### config.mk
export PLATFORM = sky130hd
export DESIGN_NAME = fir_stream_driver
export DESIGN_NICKNAME = d
export VERILOG_FILES = /design/src/rtl/fir_stream_pkg.sv /design/src/rtl/sync_fifo_fwft.sv /design/src/rtl/fir_stream_driver.sv
export SDC_FILE = /design/constraint.sdc
export NUM_CORES = 1
export LEC_CHECK = 0
export ABC_AREA = 1
export BUFFER_PORTS_ARGS = -buffer_cell sky130_fd_sc_hd__buf_2
export CAP_MARGIN = 20
export CORE_ASPECT_RATIO = 1.2
export CORE_MARGIN = 5
export CORE_UTILIZATION = 50
export CTS_CLUSTER_SIZE = 25
export DETAILED_ROUTE_END_ITERATION = 6
export GPL_TIMING_DRIVEN = 0
export PLACE_DENSITY = 0.68
export SLEW_MARGIN = 0
export SYNTH_ARGS = -nofsm -noshare
export SYNTH_HDL_FRONTEND = slang
export SYNTH_SLANG_ARGS = --single-unit
### constraint.sdc
create_clock -name clock -period 3.95 [get_ports clock]
set_input_delay 0.1975 -clock clock [delete_from_list [all_inputs] [get_ports clock]]
set_output_delay 0.1975 -clock clock [all_outputs]
set_load 0.05 [all_outputs]
### src/rtl/fir_stream_pkg.sv
// Shared constants, types and width helpers for the FIR stream driver.
package fir_stream_pkg;

  // Bit positions inside the sticky error vector
  localparam int unsigned ERR_OVF   = 0;
  localparam int unsigned ERR_FLUSH = 1;

  typedef logic [1:0] fir_err_t;

  // Pointer width for a power-of-two FIFO; never below one bit
  function automatic int unsigned ptr_width(input int unsigned depth);
    return (depth < 2) ? 1 : $clog2(depth);
  endfunction

  // Occupancy width able to hold the values 0..depth inclusive
  function automatic int unsigned level_width(input int unsigned depth);
    return $clog2(depth + 1);
  endfunction

endpackage

### src/rtl/sync_fifo_fwft.sv
// First-word-fall-through synchronous FIFO with flush and occupancy counter.
module sync_fifo_fwft
  import fir_stream_pkg::*;
#(
  parameter int unsigned DATA_W = 16,
  parameter int unsigned DEPTH  = 8
) (
  input  logic                          clock,
  input  logic                          reset,
  input  logic                          wr,
  input  logic [DATA_W-1:0]             wr_data,
  input  logic                          rd,
  input  logic                          flush,
  output logic [DATA_W-1:0]             rd_data,
  output logic                          empty,
  output logic                          full,
  output logic [$clog2(DEPTH+1)-1:0]    level
);

  localparam int unsigned PTR_W = ptr_width(DEPTH);
  localparam int unsigned LVL_W = level_width(DEPTH);

  logic [DATA_W-1:0] mem [DEPTH];
  logic [PTR_W-1:0]  wr_ptr;
  logic [PTR_W-1:0]  rd_ptr;
  logic [LVL_W-1:0]  count;
  logic              do_rd;
  logic              do_wr;

  // A write into a full FIFO is only legal when the head leaves in the same cycle
  always_comb begin
    do_rd = rd & ~empty & ~flush;
    do_wr = wr & ~flush & (~full | do_rd);
  end

  // Pointer and occupancy bookkeeping; flush behaves like a local reset
  always_ff @(posedge clock) begin
    if (reset || flush) begin
      wr_ptr <= '0;
      rd_ptr <= '0;
      count  <= '0;
    end else begin
      if (do_wr) wr_ptr <= wr_ptr + PTR_W'(1);
      if (do_rd) rd_ptr <= rd_ptr + PTR_W'(1);
      case ({do_wr, do_rd})
        2'b10:   count <= count + LVL_W'(1);
        2'b01:   count <= count - LVL_W'(1);
        default: count <= count;
      endcase
    end
  end

  // Storage array, no reset needed since reads are qualified by empty
  always_ff @(posedge clock) begin
    if (do_wr) mem[wr_ptr] <= wr_data;
  end

  // Head of queue is visible without a read request
  always_comb begin
    rd_data = mem[rd_ptr];
    empty   = (count == '0);
    full    = (count == LVL_W'(DEPTH));
    level   = count;
  end

endmodule

### src/rtl/fir_stream_driver.sv
// Source selector, enable gate and FWFT buffer feeding the FIR filter.
module fir_stream_driver
  import fir_stream_pkg::*;
#(
  parameter int unsigned DATA_W          = 16,
  parameter int unsigned NUM_SRC         = 2,
  parameter int unsigned DEPTH           = 8,
  parameter bit          FLUSH_ON_SWITCH = 1'b1,
  parameter int unsigned CNT_W           = 32
) (
  input  logic                          clock,
  input  logic                          reset,
  input  logic [NUM_SRC*DATA_W-1:0]     src_data,
  input  logic [NUM_SRC-1:0]            src_valid,
  input  logic [$clog2(NUM_SRC)-1:0]    iter_sel,
  input  logic                          iter_enable,
  input  logic                          err_clear,
  output logic [DATA_W-1:0]             fir_data,
  output logic                          fir_valid,
  input  logic                          fir_ready,
  output logic [1:0]                    fir_error,
  output logic [$clog2(DEPTH+1)-1:0]    fill_level,
  output logic [CNT_W-1:0]              sample_count
);

  localparam int unsigned SEL_W = $clog2(NUM_SRC);
  localparam int unsigned LVL_W = level_width(DEPTH);

  logic [SEL_W-1:0]  sel_next_c;
  logic [SEL_W-1:0]  sel_q;
  logic              flush_q;
  logic              wr_c;
  logic [DATA_W-1:0] wr_data_c;
  logic              pop_c;
  logic              ovf_c;
  logic              flush_err_c;
  fir_err_t          err_q;
  logic [CNT_W-1:0]  cnt_q;
  logic [DATA_W-1:0] fifo_rd_data;
  logic              fifo_empty;
  logic              fifo_full;
  logic [LVL_W-1:0]  fifo_level;

  // Out-of-range selects fold onto source 0 before being registered
  always_comb begin
    sel_next_c = (32'(iter_sel) < NUM_SRC) ? iter_sel : '0;
  end

  // Registered select; a change schedules a one-cycle flush when enabled
  always_ff @(posedge clock) begin
    if (reset) begin
      sel_q   <= '0;
      flush_q <= 1'b0;
    end else begin
      sel_q   <= sel_next_c;
      flush_q <= FLUSH_ON_SWITCH && (sel_next_c != sel_q);
    end
  end

  // Write path follows the registered select only; handshake is masked during flush
  always_comb begin
    wr_data_c   = src_data[32'(sel_q) * DATA_W +: DATA_W];
    wr_c        = src_valid[sel_q] & iter_enable & ~flush_q;
    pop_c       = ~fifo_empty & ~flush_q & fir_ready;
    ovf_c       = wr_c & fifo_full & ~pop_c;
    flush_err_c = flush_q & (fifo_level != '0);
  end

  sync_fifo_fwft #(
    .DATA_W (DATA_W),
    .DEPTH  (DEPTH)
  ) u_fifo (
    .clock   (clock),
    .reset   (reset),
    .wr      (wr_c),
    .wr_data (wr_data_c),
    .rd      (fir_ready),
    .flush   (flush_q),
    .rd_data (fifo_rd_data),
    .empty   (fifo_empty),
    .full    (fifo_full),
    .level   (fifo_level)
  );

  // Sticky error bits; a new event in the clear cycle keeps the bit set
  always_ff @(posedge clock) begin
    if (reset) begin
      err_q <= '0;
    end else begin
      err_q[ERR_OVF]   <= (err_q[ERR_OVF]   & ~err_clear) | ovf_c;
      err_q[ERR_FLUSH] <= (err_q[ERR_FLUSH] & ~err_clear) | flush_err_c;
    end
  end

  // Completed-handshake counter, wraps freely
  always_ff @(posedge clock) begin
    if (reset) begin
      cnt_q <= '0;
    end else if (pop_c) begin
      cnt_q <= cnt_q + CNT_W'(1);
    end
  end

  // Output view; data reads as zero whenever nothing is offered
  always_comb begin
    fir_valid    = ~fifo_empty & ~flush_q;
    fir_data     = fir_valid ? fifo_rd_data : '0;
    fir_error    = err_q;
    fill_level   = fifo_level;
    sample_count = cnt_q;
  end

endmodule

Word level (Yosys, flattened, before mapping)
Memory sizes are Yosys's and may differ from the RTL's. A register that Yosys moved wholly into a read port is not among the register bits.
Index checks and enable logic that the tools add are counted.
{"block": "classes", "order_cmp": 1, "n_eq_ne": 4, "shifts": 1, "bitwise": 21, "n_mux": 8, "reduce_logical": 4, "addsub": 5}
{"cell": "32-bit by 1-bit adder with 32-bit output (second input constant)", "n": 1}
{"cell": "32-bit by 6-bit indexed part select with 16-bit output", "n": 1}
{"cell": "16-bit 2-to-1 mux", "n": 1}
{"cell": "1-bit bitwise AND", "n": 13}
{"cell": "4-bit one-hot mux with 2 select lines", "n": 1}
{"cell": "3-bit by 1-bit adder with 3-bit output (second input constant)", "n": 2}
{"cell": "3-bit 2-to-1 mux", "n": 2}
{"cell": "1-bit inverter", "n": 5}
{"cell": "4-bit by 1-bit adder with 4-bit output (second input constant)", "n": 1}
{"cell": "4-bit == test (second input constant)", "n": 1}
{"cell": "4-bit zero test", "n": 1}
{"cell": "1-bit 2-to-1 mux", "n": 4}
{"cell": "4-bit nonzero test", "n": 1}
{"cell": "4-bit by 1-bit subtractor with 4-bit output (second input constant)", "n": 1}
{"cell": "1-bit OR", "n": 3}
{"cell": "2-bit by 1-bit == test with 1-bit output (second input constant)", "n": 1}
{"cell": "2-bit == test (second input constant)", "n": 1}
{"cell": "1-bit by 2-bit < comparator with 1-bit output (second input constant)", "n": 1}
{"cell": "2-bit nonzero test", "n": 1}
{"cell": "1-bit logical OR", "n": 1}
{"cell": "1-bit != test", "n": 1}
{"block": "totals", "reg_bits": 46, "mem_bits_rw": 128, "out_inout_bits": 55, "n_memories": 1, "word_cells": 52}
{"name": "u_fifo.mem", "words": 8, "word_bits": 16, "read_ports": 1, "rd_clocked_by_memory_dff": 1, "write_ports": 1, "line": "sync_fifo_fwft.sv:23", "text": "logic [DATA_W-1:0] mem [DEPTH];"}

Logic depth before layout (Yosys ltp)
Gate-level depths: netlist of the first run.
{"block": "depth", "depth_word": 8, "ltp_mapped": 14}

Hierarchy
From an unflattened synthesis of the first run, not the netlist that was laid out.
{"block": "unflattened", "hier_cells": 823, "hier_area_um2": 8059.0}
{"mod": "sync_fifo_fwft", "area_per_inst_um2": 5723.0, "cells_per_inst": 426, "instances": 1}
{"mod": "fir_stream_driver", "area_per_inst_um2": 2336.0, "cells_per_inst": 397, "instances": 1}

Worst setup path before layout of the first run
OpenSTA, ideal clock, no wires.
{"block": "synth_path", "path_type": "register to register", "startpoint": "register u_fifo.count[3] (netlist: u_fifo.level[3])", "endpoint": "memory u_fifo.mem[7][0], enable pin", "path_stages_with_launch": 7, "n_path_buf": 0, "required_time_ns": 3.541, "setup_slack_ns": 1.124, "arrival_time_ns": 2.417, "period_less_slack_ns": 2.826, "path_cell_list": "dfxtp_1 nor2_1 nand2_4 nand3_4 nand2_1 nand2_2 nor3_1"}
{"block": "synth_between", "elab_chain_cells": 8}
{"item": "from (decl)", "line": "sync_fifo_fwft.sv:26", "text": "logic [LVL_W-1:0] count;"}
{"item": "from (signal assigned)", "line": "sync_fifo_fwft.sv:46", "text": "2'b10: count <= count + LVL_W'(1);"}
{"item": "from (signal assigned)", "line": "sync_fifo_fwft.sv:47", "text": "2'b01: count <= count - LVL_W'(1);"}
{"item": "from (signal assigned)", "line": "sync_fifo_fwft.sv:48", "text": "default: count <= count;"}
{"item": "4-bit zero test", "line": "sync_fifo_fwft.sv:61", "text": "empty = (count == '0);"}
{"item": "1-bit inverter", "line": "sync_fifo_fwft.sv:32", "text": "do_rd = rd & ~empty & ~flush;"}
{"item": "1-bit bitwise AND (2 in series)", "line": "sync_fifo_fwft.sv:32"}
{"item": "1-bit OR (*)", "line": "sync_fifo_fwft.sv:33", "text": "do_wr = wr & ~flush & (~full | do_rd);"}
{"item": "1-bit bitwise AND (*)", "line": "sync_fifo_fwft.sv:33"}
{"item": "1-bit 2-to-1 mux (*)", "line": "sync_fifo_fwft.sv:55", "text": "if (do_wr) mem[wr_ptr] <= wr_data;"}
{"item": "1-bit 2-to-1 mux (implied by the code) (*)", "line": "sync_fifo_fwft.sv:55"}
{"item": "to (decl)", "line": "sync_fifo_fwft.sv:23"}
Every way passes the cells marked *; elsewhere a longest branch is shown, timed or not.

Worst setup path in the final report of the first run
{"block": "layout_path", "startpoint": "register sel_q", "endpoint": "memory u_fifo.mem[4][7], enable pin"}
{"block": "layout_between", "elab_chain_cells": 8}
{"item": "from (decl)", "line": "fir_stream_driver.sv:30", "text": "logic [SEL_W-1:0] sel_q;"}
{"item": "from (signal assigned)", "line": "fir_stream_driver.sv:55", "text": "sel_q <= sel_next_c;"}
{"item": "1-bit 2-to-1 mux (implied by the code) (2 in series)", "line": "fir_stream_driver.sv:63", "text": "wr_c = src_valid[sel_q] & iter_enable & ~flush_q;"}
{"item": "1-bit bitwise AND (2 in series)", "line": "fir_stream_driver.sv:63"}
{"item": "1-bit bitwise AND (2 in series)", "line": "sync_fifo_fwft.sv:33"}
{"item": "1-bit 2-to-1 mux", "line": "sync_fifo_fwft.sv:55"}
{"item": "1-bit 2-to-1 mux (implied by the code)", "line": "sync_fifo_fwft.sv:55"}
No other way between the ends. The select of a mux whose other input is x is not followed.

==> impl_metrics.tcl, run 1 <==
set metrics [dict create \
    outcome "complete, no violations" \
    cpPeakStageDelay_ps 670 \
    synth_simple_gate_area_frac 0.227 \
    cts_sinks 177 \
    first_global_vias 5994 \
    coreArea_um2 15600 \
    drive_gt1_frac 0.173 \
    synth-xor-area-share 0.00442 \
    muxShareOfSynthArea 0 \
    synth_top_family_by_area "simple AND/OR/NAND/NOR gates" \
    nets 1034 \
    synth_edf_count 128 \
    htree_num_levels 4 \
    grt_max_degree 17 \
    holdBufCountCts 0 \
    syn_avg_cell_area_um2 9.12 \
    rows 50 \
    place_congestion 0.904 \
    finalCriticalPeriod_ps 2750 \
    path_common_cell "nand2_1" \
    final_max_slew_viol_count 0 \
    syn_inst 869 \
    r2r-end "u_fifo.mem[4][7]$_DFFE_PP_" \
    critical-path-top-delay-family "simple AND/OR/NAND/NOR gates" \
    die_h_um 148 \
    root_buffer "clkbuf_16" \
    grt_use_total 0.219 \
    met3_usage 0.0365 \
    setup_violations 0 \
    ant_nets 0 \
    gr-total-overflow 0 \
    power.density_nw_per_um2 463 \
    busiest_layer "met2" \
    avgViaCountPerCell 5.22 \
    r2r_cells 9 \
    timing.critical_path.to "u_fifo.mem[4][7]$_DFFE_PP_" \
    drt-pass1-iter-count 5 \
    drc 0 \
    port_buffers 93 \
    grt_pass1_wl_um 31400 \
    diodes 0 \
    worstMarginPinSlew_ps 949 \
    routed_wl_um 20100 \
    crit_required_ps 4060 \
    wl_per_cell_um 16.6 \
    crit_chain "buf_2 > inv_4 > nand2_1 > a21oi_2 > nand2_2 > inv_2 > nand2_1 > nor2_1 > buf_4" \
    path_buf_inv 4 \
    max_slew_margin 0.366 \
    hp-class "input pin to flip-flop" \
    area_growth_pct 18.2 \
    place_hpwl_um 14500 \
    setup_tns_ps 0 \
    seq_area_frac_synth 0.609 \
    synth_fa_ha_area_frac 0.0104 \
    cts_max_path_buffers 2 \
    regToRegSetupSlack_ps 1200 \
    crit_fanout 10 \
    fillers 1378 \
    period_share 0.696 \
    peakVddDrop_mv 0.263 \
    cp_num_cells 9 \
    start_util 0.509 \
    syn_area_um2 7930 \
    cp.arrival_ps 2860 \
    clkLatencyLatePin_ps 420 \
    cts_setup_buffers 0 \
    cts_resized 0 \
    antenna_found_initial 0 \
    power_uw 4340 \
    cts_tree "yes" \
    synth_nets 915 \
    startpoint "sel_q$_SDFF_PP0_" \
    synth_compound_area_frac 0.104 \
    async_flop_share 0 \
    numCtsBuffers 17 \
    drv.max_cap_violation_count 0 \
    critPathSlowestCell "nor2_1" \
    p_leak_uw 0.00352 \
    drtIter0Drc 457 \
    io_pins 95 \
    ys.flop_type "edfxtp_1" \
    crit_type "flip-flop to flip-flop" \
    clkTransAtPathRegs_ps 60 \
    yosysWarnings 0 \
    reg2reg_from "sel_q$_SDFF_PP0_" \
    rsz0062_at_grt "false" \
    synthDistinctLibCells 37 \
    grt_util_met2 0.397 \
    timing.final.hold_violations 0 \
    grt_use_met1 0.268 \
    cp-end-kind "flip-flop" \
    ys_seq_elements 177 \
    final_cell_mix "185 x nor2_1, 185 x nand2_1, 128 x edfxtp_1" \
    clock_skew_ps 18.1 \
    die_w_um 125 \
    clock.fmax_mhz 364 \
    dieArea_um2 18500 \
    via_count 6303 \
    crit_path_start_kind "flip-flop" \
]
state kept, by name (all words and copies together), names as in the netlist, named ones only:
name and cells:
fir_error 2, flush_q 1, sample_count 32, sel_q 1, u_fifo.level 4, u_fifo.mem 128, u_fifo.rd_ptr 3, u_fifo.wr_ptr 3
worst reg2reg max path, cell delays in order, from the launching register on:
cell	delay, ps
dfxtp_1	300
buf_2	210
inv_4	190
nand2_1	110
a21oi_2	230
nand2_2	190
inv_2	100
nand2_1	130
nor2_1	670
buf_4	310
worst min-delay path by stage:
stage                                        startpoint                to  slack, ps  cells past startpoint
after floorplan                                iter_sel  sel_q$_SDFF_PP0_        330                      2
after global placement    u_fifo.rd_ptr[2]$_SDFFE_PP0P_         flip-flop        450                      2
after detailed placement                       iter_sel  sel_q$_SDFF_PP0_        450                      3
after CTS                                      iter_sel  sel_q$_SDFF_PP0_         10                      3
after global routing                           iter_sel  sel_q$_SDFF_PP0_         60                      3
final                                          iter_sel  sel_q$_SDFF_PP0_         20                      3
through the flow:
stage,hold WS (ps),worst slack (ps),std cells,cell area (um2),utilization
3_3_place_gp,445,423,1170,8650,0.556
6_report,19.7,1200,1208,9370,0.601
2_1_floorplan,330,1120,869,7930,-
3_5_place_dp,447,1190,1177,8750,0.562
5_1_grt,60.9,999,1208,9370,0.601
4_1_cts,10.9,1180,1208,9370,0.601
synthesized netlist by cell type, types with 2 or more instances:
| cell | n | area, um2 |
|---|---|---|
| xor2_1 | 2 | 17.5 |
| xnor2_1 | 2 | 17.5 |
| edfxtp_1 | 128 | 3840 |
| ha_1 | 5 | 62.6 |
| nor3b_1 | 2 | 15.0 |
| inv_2 | 3 | 11.3 |
| nor2_4 | 2 | 22.5 |
| dfxtp_1 | 49 | 981 |
| nand3_1 | 23 | 115 |
| nand2_2 | 5 | 31.3 |
| nand2_1 | 185 | 694 |
| o21bai_1 | 2 | 15.0 |
| nor2_2 | 7 | 43.8 |
| nand4_1 | 10 | 62.6 |
| inv_1 | 51 | 191 |
| o21ai_0 | 105 | 526 |
| buf_2 | 11 | 55.1 |
| clkbuf_1 | 19 | 71.3 |
| a31oi_1 | 19 | 119 |
| o21ai_1 | 4 | 20.0 |
| nor2_1 | 187 | 702 |
| nor3_1 | 7 | 35.0 |
| a21oi_1 | 27 | 135 |
report_power, final:
part           internal, uW  switching, uW
Combinational           136            423
Sequential             2030           15.8
Clock                  1050            686
Total                  3220           1120
per-layer routing:
metal / wire length, um / up-vias
met4: 431 / 0
met5: 0 / -
li1: - / 3165
met3: 1150 / 32
met2: 10400 / 205
met1: 8080 / 2901
layout make-up:
| cell class | instances | area [um2] | area share |
|---|---|---|---|
| clock buffer | 17 | 425 | 0.0454 |
| multi-input combinational | 603 | 2770 | 0.295 |
| buffer | 33 | 149 | 0.0159 |
| inverter | 56 | 214 | 0.0228 |
| clock inverter | 14 | 189 | 0.0202 |
| timing repair buffer | 100 | 541 | 0.0577 |
| tap | 208 | 260 | 0.0278 |
| sequential | 177 | 4820 | 0.515 |
cells by family after synthesis:
kind of cell	count (synthesis)
AND/OR/NAND/NOR	435
flip-flops	177
adder cells (fa/ha/maj)	6
XOR/XNOR	4
buffers and inverters	89
AO/OA/AOI/OAI	158
No activity file was read; power rests on OpenSTA's default activity.
==> run 2, diff against run 1 <==
- PLACE_DENSITY: 0.68 -> 0.71
- clock period: 3.95 -> 2.43 ns (I/O delays scaled with it)
==> impl_metrics.tcl, run 2 (same netlist as run 1, synthesis figures left out) <==
set metrics [dict create \
    outcome "complete, no violations" \
    drt-pass1-iter-count 5 \
    crit_path_start_kind "flip-flop" \
    peakVddDrop_mv 0.453 \
    rows 50 \
    clock_skew_ps 13.4 \
    final_common_cell "nand2_1" \
    coreArea_um2 15600 \
    r2r_cells 7 \
    drv.max_cap_violation_count 0 \
    hp-class "input pin to flip-flop" \
    rsz0062_at_grt "true" \
    reg2reg_from "sel_q$_SDFF_PP0_" \
    gr-total-overflow 0 \
    drtIter0Drc 534 \
    diodes 0 \
    cts_max_path_buffers 2 \
    hold_depth 3 \
    grt_pass1_wl_um 33400 \
    wl_per_cell_um 17.4 \
    place_hpwl_um 14400 \
    cp.arrival_ps 2190 \
    regMostFlops "u_fifo.mem" \
    clkLatencyLatePin_ps 430 \
    hold_end "u_fifo.mem[1][1]$_DFFE_PP_" \
    drc 0 \
    die_w_um 125 \
    final_cell_mix "185 x nand2_1, 183 x nor2_1, 128 x edfxtp_1" \
    crit_type "flip-flop to output pin" \
    htree_num_levels 4 \
    r2r-end "u_fifo.mem[5][10]$_DFFE_PP_" \
    first_global_vias 6471 \
    antenna_found_initial 0 \
    via_count 6486 \
    regToRegSetupSlack_ps 120 \
    crit_required_ps 2310 \
    nets 1039 \
    multi_input_area_um2 2870 \
    drive_gt1_frac 0.196 \
    crit_fanout 10 \
    cts_tree "yes" \
    timing.final.hold_violations 0 \
    hp-start "src_data[1]" \
    io_pins 95 \
    avgViaCountPerCell 5.34 \
    setup_violations 0 \
    final_max_slew_viol_count 0 \
    dieArea_um2 18500 \
    power.density_nw_per_um2 745 \
    cp-end-kind "output pin" \
    die_h_um 148 \
    ant_nets 0 \
    p_leak_uw 0.00362 \
    area_growth_pct 21.3 \
    worstMarginPinSlew_ps 930 \
    setup_tns_ps 0 \
    fillers 1303 \
    max_slew_margin 0.380 \
    grt_max_degree 17 \
    finalCriticalPeriod_ps 2320 \
    root_buffer "clkbuf_16" \
    largest_register_ff_count 128 \
    port_buffers 93 \
    period_share 0.953 \
    cts_sinks 177 \
    register_area_um2 4820 \
    clkTransAtPathRegs_ps 70 \
    grt_use_total 0.232 \
    routed_wl_um 21100 \
    place_congestion 0.878 \
    power_uw 7160 \
    clock.fmax_mhz 432 \
    numCtsBuffers 17 \
    start_util 0.509 \
]
run 2: how the worst max path moves through the flow:
stage	from	end	slack [ps]	cells after the start
floorplan	u_fifo.level[3]$_SDFFE_PP0P_	u_fifo.mem[1][0]$_DFFE_PP_	-400	6
global placement	sel_q$_SDFF_PP0_	u_fifo.mem[1][11]$_DFFE_PP_	-1360	6
CTS	sel_q$_SDFF_PP0_	u_fifo.mem[6][4]$_DFFE_PP_	-210	8
detailed placement	sel_q$_SDFF_PP0_	u_fifo.mem[0][9]$_DFFE_PP_	-310	8
finish	flip-flop	fir_data[5]	110	5
global route	sel_q$_SDFF_PP0_	u_fifo.mem[5][10]$_DFFE_PP_	-40	7
run 2: cell type report:
class	instances	share of cell area
multi-input combinational	603	0.299
clock inverter	14	0.0195
inverter	56	0.0224
tap	208	0.0271
clock buffer	18	0.0446
sequential	177	0.502
timing repair buffer	105	0.0674
buffer	33	0.0187
run 2: report_power, final:
group	total (uW)	switching, uW	internal [uW]	leakage (uW)
Combinational	979	724	255	0.00177
Clock	2860	1140	1720	0.000296
Sequential	3320	26.7	3300	0.00155
Total	7160	1890	5270	0.00362
run 2: timing repair:
action	4_1_cts	5_1_grt
endpoints found under the setup margin	83	114
pin swaps	0	4
endpoints found under the hold margin	4	0
gates resized for setup	7	33
buffers inserted	0	6
hold buffers	2	0
run 2: per-stage QoR:
stage	std cells	setup WS, ps	util	hold WS [ps]	instance area (um2)
after floorplan	869	-396	-	254	7990
after global placement	1170	-1360	0.560	376	8720
after detailed placement	1174	-313	0.564	378	8790
after CTS	1208	-212	0.607	120	9450
after global routing	1214	-44.4	0.617	145	9620
final	1214	115	0.617	137	9620
run 2: metal layers:
metal	GRT usage	share of wire
met3	0.0560	0.081
met1	0.277	0.39
met5	0	0
met4	0.0895	0.026
met2	0.406	0.50
run 2: worst max-delay path, stage by stage, from the launching register on:
cell and delay, ps:
dfxtp_1 330, inv_2 160, clkbuf_1 510, o21ai_0 190, a31oi_1 320, buf_4 260
